`src/rtl/mem_stage_pkg.sv`:
```
// Shared types for the memory stage: FSM encoding, widths and the saturating counter helper.
package mem_stage_pkg;

  localparam int DATA_W = 16;
  localparam int REG_W  = 4;

  typedef enum logic {
    MEM_IDLE   = 1'b0,
    MEM_ACCESS = 1'b1
  } memState_t;

  function automatic logic [DATA_W-1:0] satInc(input logic [DATA_W-1:0] v);
    return (v == {DATA_W{1'b1}}) ? v : v + 1'b1;
  endfunction

endpackage

```
`src/rtl/mem_stage.sv`:
```
// Memory stage: issues loads/stores to the data cache, stalls while an access is
// outstanding and emits one registered writeback record per instruction.
module mem_stage
  import mem_stage_pkg::*;
(
  input  logic              clk,
  input  logic              rst,
  input  logic              exValid,
  input  logic [DATA_W-1:0] aluResult,
  input  logic [DATA_W-1:0] storeData,
  input  logic              memRead,
  input  logic              memWrite,
  input  logic              regWrite,
  input  logic [REG_W-1:0]  dstReg,
  output logic              stall,
  output logic              dReq,
  output logic              dWe,
  output logic [DATA_W-1:0] dAddr,
  output logic [DATA_W-1:0] dWdata,
  input  logic              dRdy,
  input  logic [DATA_W-1:0] dRdata,
  output logic              wbValid,
  output logic [DATA_W-1:0] wbData,
  output logic [REG_W-1:0]  wbDst,
  output logic              wbRegWrite,
  output logic [DATA_W-1:0] waitCycles
);

  memState_t state, nextState;
  logic memOp;
  logic [REG_W-1:0] capDst;
  logic capRegWrite;

  assign memOp = memRead | memWrite;

  always_comb begin
    nextState = state;
    stall     = 1'b0;
    case (state)
      MEM_IDLE: begin
        if (exValid && memOp) begin
          nextState = MEM_ACCESS;
          stall     = 1'b1;
        end
      end
      MEM_ACCESS: begin
        stall = ~dRdy;
        if (dRdy) nextState = MEM_IDLE;
      end
      default: nextState = MEM_IDLE;
    endcase
  end

  // dWe/dAddr/dWdata double as the captured op, address and store data.
  always_ff @(posedge clk or posedge rst) begin
    if (rst) begin
      state       <= MEM_IDLE;
      dReq        <= 1'b0;
      dWe         <= 1'b0;
      dAddr       <= '0;
      dWdata      <= '0;
      capDst      <= '0;
      capRegWrite <= 1'b0;
      wbValid     <= 1'b0;
      wbData      <= '0;
      wbDst       <= '0;
      wbRegWrite  <= 1'b0;
      waitCycles  <= '0;
    end else begin
      state   <= nextState;
      wbValid <= 1'b0;
      case (state)
        MEM_IDLE: begin
          if (exValid && memOp) begin
            dReq        <= 1'b1;
            dWe         <= memWrite;
            dAddr       <= aluResult;
            dWdata      <= storeData;
            capDst      <= dstReg;
            capRegWrite <= regWrite & ~memWrite;
          end else if (exValid) begin
            wbValid    <= 1'b1;
            wbData     <= aluResult;
            wbDst      <= dstReg;
            wbRegWrite <= regWrite;
          end
        end
        MEM_ACCESS: begin
          if (dRdy) begin
            dReq       <= 1'b0;
            wbValid    <= 1'b1;
            wbData     <= dWe ? dAddr : dRdata;
            wbDst      <= capDst;
            wbRegWrite <= capRegWrite;
          end else begin
            waitCycles <= satInc(waitCycles);
          end
        end
        default: ;
      endcase
    end
  end

endmodule

```
`config.mk`:
```
export PLATFORM = sky130hd
export DESIGN_NAME = mem_stage
export DESIGN_NICKNAME = d
export VERILOG_FILES = /design/src/rtl/mem_stage_pkg.sv /design/src/rtl/mem_stage.sv
export SDC_FILE = /design/constraint.sdc
export NUM_CORES = 1
export LEC_CHECK = 0
export BUFFER_PORTS_ARGS = -buffer_cell sky130_fd_sc_hd__buf_4
export CORE_MARGIN = 2
export CORE_UTILIZATION = 37
export DETAILED_ROUTE_END_ITERATION = 16
export PLACE_DENSITY_LB_ADDON = 0.2
export SLEW_MARGIN = 40
export SYNTH_ARGS = -nofsm -noshare
export SYNTH_HDL_FRONTEND = slang
export SYNTH_SLANG_ARGS = --single-unit
```
`constraint.sdc`:
```
create_clock -name clk -period 2.68 [get_ports clk]
set_clock_uncertainty 0.2 [all_clocks]
set_input_delay 0.268 -clock clk [delete_from_list [all_inputs] [get_ports clk]]
set_output_delay 0.268 -clock clk [all_outputs]
set_load 0.03 [all_outputs]
```
==> impl_metrics.json <==
{
  "syn_inst": 299,
  "crit_path_max_fanout": 16,
  "drive_above_1_share_pct": 40.92,
  "period_share_pct": 86.57,
  "cts.path.max_buffers": 2,
  "critPathMaxStageDelay_ns": 0.55,
  "seqPwrFrac_pct": 37.7,
  "synthTopCellsByArea": "dfrtp_1, mux2_2, mux2i_1",
  "cts_tree": "yes",
  "dieArea_um2": 10100,
  "ys_seq_area_share_pct": 56.64,
  "die_y_um": 100.5,
  "initial_core_util_pct": 37.65,
  "p_clk_share_pct": 24.1,
  "chipWidth_um": 100.5,
  "clock-root-buffer": "clkbuf_8",
  "min_path_type": "input port to flip-flop",
  "cellPowerDensity_nw_per_um2": 845.7,
  "cts_setup_buffers": 0,
  "cp_cell_sequence": "dlygate4sd3_1, buf_4, nor2_1, nor2_4, buf_4, nand3b_1, dlygate4sd3_1, nand2_1",
  "ctsResizeCount": 0,
  "relSlewSlack_pct": 59.85,
  "synth_fp_nets": 359,
  "port_buffers": 131,
  "via_count": 2835,
  "placeableCoreArea_um2": 9153,
  "place_area_um2": 4599,
  "tightest_slew_ns": 0.6016,
  "drt_iter0_drc": 91,
  "cap_violations": 0,
  "num-fill-cells": 797,
  "synth_edf_count": 0,
  "p_int_mw": 2.829,
  "ys_warn_count": 0,
  "antenna_found_initial": 0,
  "switching_power_mw": 1.609,
  "cts_max_level": 3,
  "final_util_pct": 57.33,
  "place_hpwl_mm": 5.820,
  "setup_viol": 0,
  "ant_nets": 0,
  "clkTransAtPathRegs_ns": 0.07,
  "final_area_um2": 5248,
  "crit_family": "buffers and inverters",
  "synth_commonest_cells": "dfrtp_1, nand2_1, o21ai_0",
  "rsz0062_at_grt": "no",
  "firstDrtPassIters": 4,
  "gr-usage-all-layers_pct": 17.59,
  "worstSetupStartpointType": "input port",
  "routed_wl_mm": 8.507,
  "cp_slowest_cell": "dlygate4sd3_1",
  "ys_ff_latch": 78,
  "synth_flop_cell": "dfrtp_1",
  "routabilityCongestion": 0.7693,
  "switching_share_pct": 36.25,
  "end_kind": "flip-flop",
  "status": "finished clean",
  "fin_nets": 534,
  "num_rows": 35,
  "grt_pass1_vias": 2770,
  "clk-insertion-delay-late_ns": 0.34,
  "syn_to_final_growth_pct": 52.29,
  "io_pins": 132,
  "drc": 0,
  "tns_ns": 0,
  "synthArstFlopShare_pct": 100.0,
  "arrival_ns": 2.35,
  "syn_avg_cell_area_um2": 11.52,
  "synth_top_area_cell": "dfrtp_1",
  "leakage_nw": 2.583,
  "ir_worst_vdd_uv": 444.1,
  "finalHoldViolCount": 0,
  "slew_viol_final": 0,
  "cts_buffers": 9,
  "syn_area_um2": 3446,
  "routed_via_density": 4.805,
  "grt_overflow_total": 0,
  "p_comb_share_pct": 38.1,
  "synth_top_area_share_pct": 56.64,
  "synthMostInstantiatedCell": "dfrtp_1",
  "period_minus_slack_ns": 2.320,
  "critPathRequiredTime_ns": 2.71,
  "cp.buffers_inverters": 4,
  "cts_num_sinks": 78,
  "whs_ns": 0.03579,
  "grt_max_degree": 46,
  "grt_pass1_wl_mm": 13.76,
  "critical_path_class": "input port to flip-flop",
  "fmax_ghz": 0.4310,
  "synth.distinct_cells": 31,
  "routedWlPerCell_um": 14.42,
  "antennaDiodeCount": 0
}
==> what timing repair did <==
action / CTS / global route
hold endpoints to repair: 72 / 0
setup endpoints to repair: 0 / 0
hold buffers: 40 / 0
==> layout make-up <==
cell class / count / area (um2) / area share, %
sequential: 78 / 1952 / 37.20
timing repair buffer: 178 / 1456 / 27.75
multi-input combinational: 204 / 1440 / 27.44
clock buffer: 11 / 141.4 / 2.694
tap: 111 / 138.9 / 2.647
clock inverter: 5 / 106.4 / 2.027
inverter: 3 / 12.51 / 0.2384
==> power by group through the flow <==
| stage | sequential (mW) | combinational [mW] | clock (mW) |
|---|---|---|---|
| 2_1_floorplan | 2.20 | 0.482 | 0 |
| 3_3_place_gp | 1.68 | 1.64 | 0 |
| 3_5_place_dp | 1.70 | 1.66 | 0 |
| 4_1_cts | 1.68 | 1.71 | 1.11 |
| 5_1_grt | 1.72 | 1.81 | 1.17 |
| 6_report | 1.68 | 1.69 | 1.07 |
==> per-layer routing <==
metal	vias up	GRT usage [%]	routed length, um
met5	-	0	0
met4	0	7.482	182
met3	13	4.785	509
met2	84	27.98	4087
met1	1347	22.72	3728
li1	1391	-	-
==> stage by stage <==
step / cells / power (mW) / setup WS (ns)
after floorplan: 299 / 2.683 / 0.2170
after global placement: 533 / 3.322 / 0.7482
after detailed placement: 534 / 3.361 / 0.6921
after CTS: 590 / 4.500 / 0.3840
after global routing: 590 / 4.694 / 0.2883
final: 590 / 4.438 / 0.3600
==> layout by cell type (no fill, tap or decap), drive strengths merged, types with 2 or more instances in the layout <==
| master | n |
|---|---|
| nand2 | 46 |
| nor2b | 2 |
| clkinv | 2 |
| and4 | 2 |
| nor2 | 8 |
| nor4 | 3 |
| a21oi | 2 |
| bufinv | 3 |
| o21ai | 39 |
| mux2 | 37 |
| nand2b | 2 |
| mux2i | 22 |
| buf | 138 |
| nand4 | 5 |
| nor3 | 8 |
| inv | 2 |
| nand3 | 5 |
| and3 | 2 |
| clkbuf | 11 |
| dlygate4sd3 | 40 |
| dfrtp | 78 |
| xor2 | 13 |
==> cell families after synthesis <==
| family | after synthesis | synth area share [%] |
|---|---|---|
| adders and majority gates | 1 | 0.3631 |
| AOI/OAI and AO/OA | 45 | 6.827 |
| DFF | 78 | 56.64 |
| xor gates and xnor gates | 13 | 3.304 |
| and+or+nand+nor | 86 | 12.16 |
| buffers and inverters | 17 | 2.106 |
| muxes | 59 | 18.59 |
==> registers in the layout, summed over array words and instances (netlist names) <==
signal       flops
capDst           4
capRegWrite      1
dAddr           16
dReq             1
dWdata          16
dWe              1
state            1
waitCycles      16
wbData          16
wbDst            4
wbRegWrite       1
wbValid          1
==> final timing paths <==
kind	from	end	slack, ns	cells after the start
min reg2reg	wbDst[3]$_DFFE_PP0P_	wbDst[3]$_DFFE_PP0P_	0.29	2
min	memRead	dWe$_DFFE_PP0P_	0.04	3
max in group asynchronous	rst	waitCycles[1]$_DFFE_PP0P_	1.29	4
max reg2reg	state$_DFF_PP0_	capRegWrite$_DFFE_PP0P_	0.64	6
max	memWrite	capRegWrite$_DFFE_PP0P_	0.36	8
min in group asynchronous	rst	dWdata[7]$_DFFE_PP0P_	0.35	3
==> worst register-to-register path: cells and delay by family, from the launching register on <==
kind / cells / cell delay (ns)
simple gates: 4 / 0.51
buf+inv: 2 / 0.83
flops: 1 / 0.45
Power figures use the tool's default switching activity.
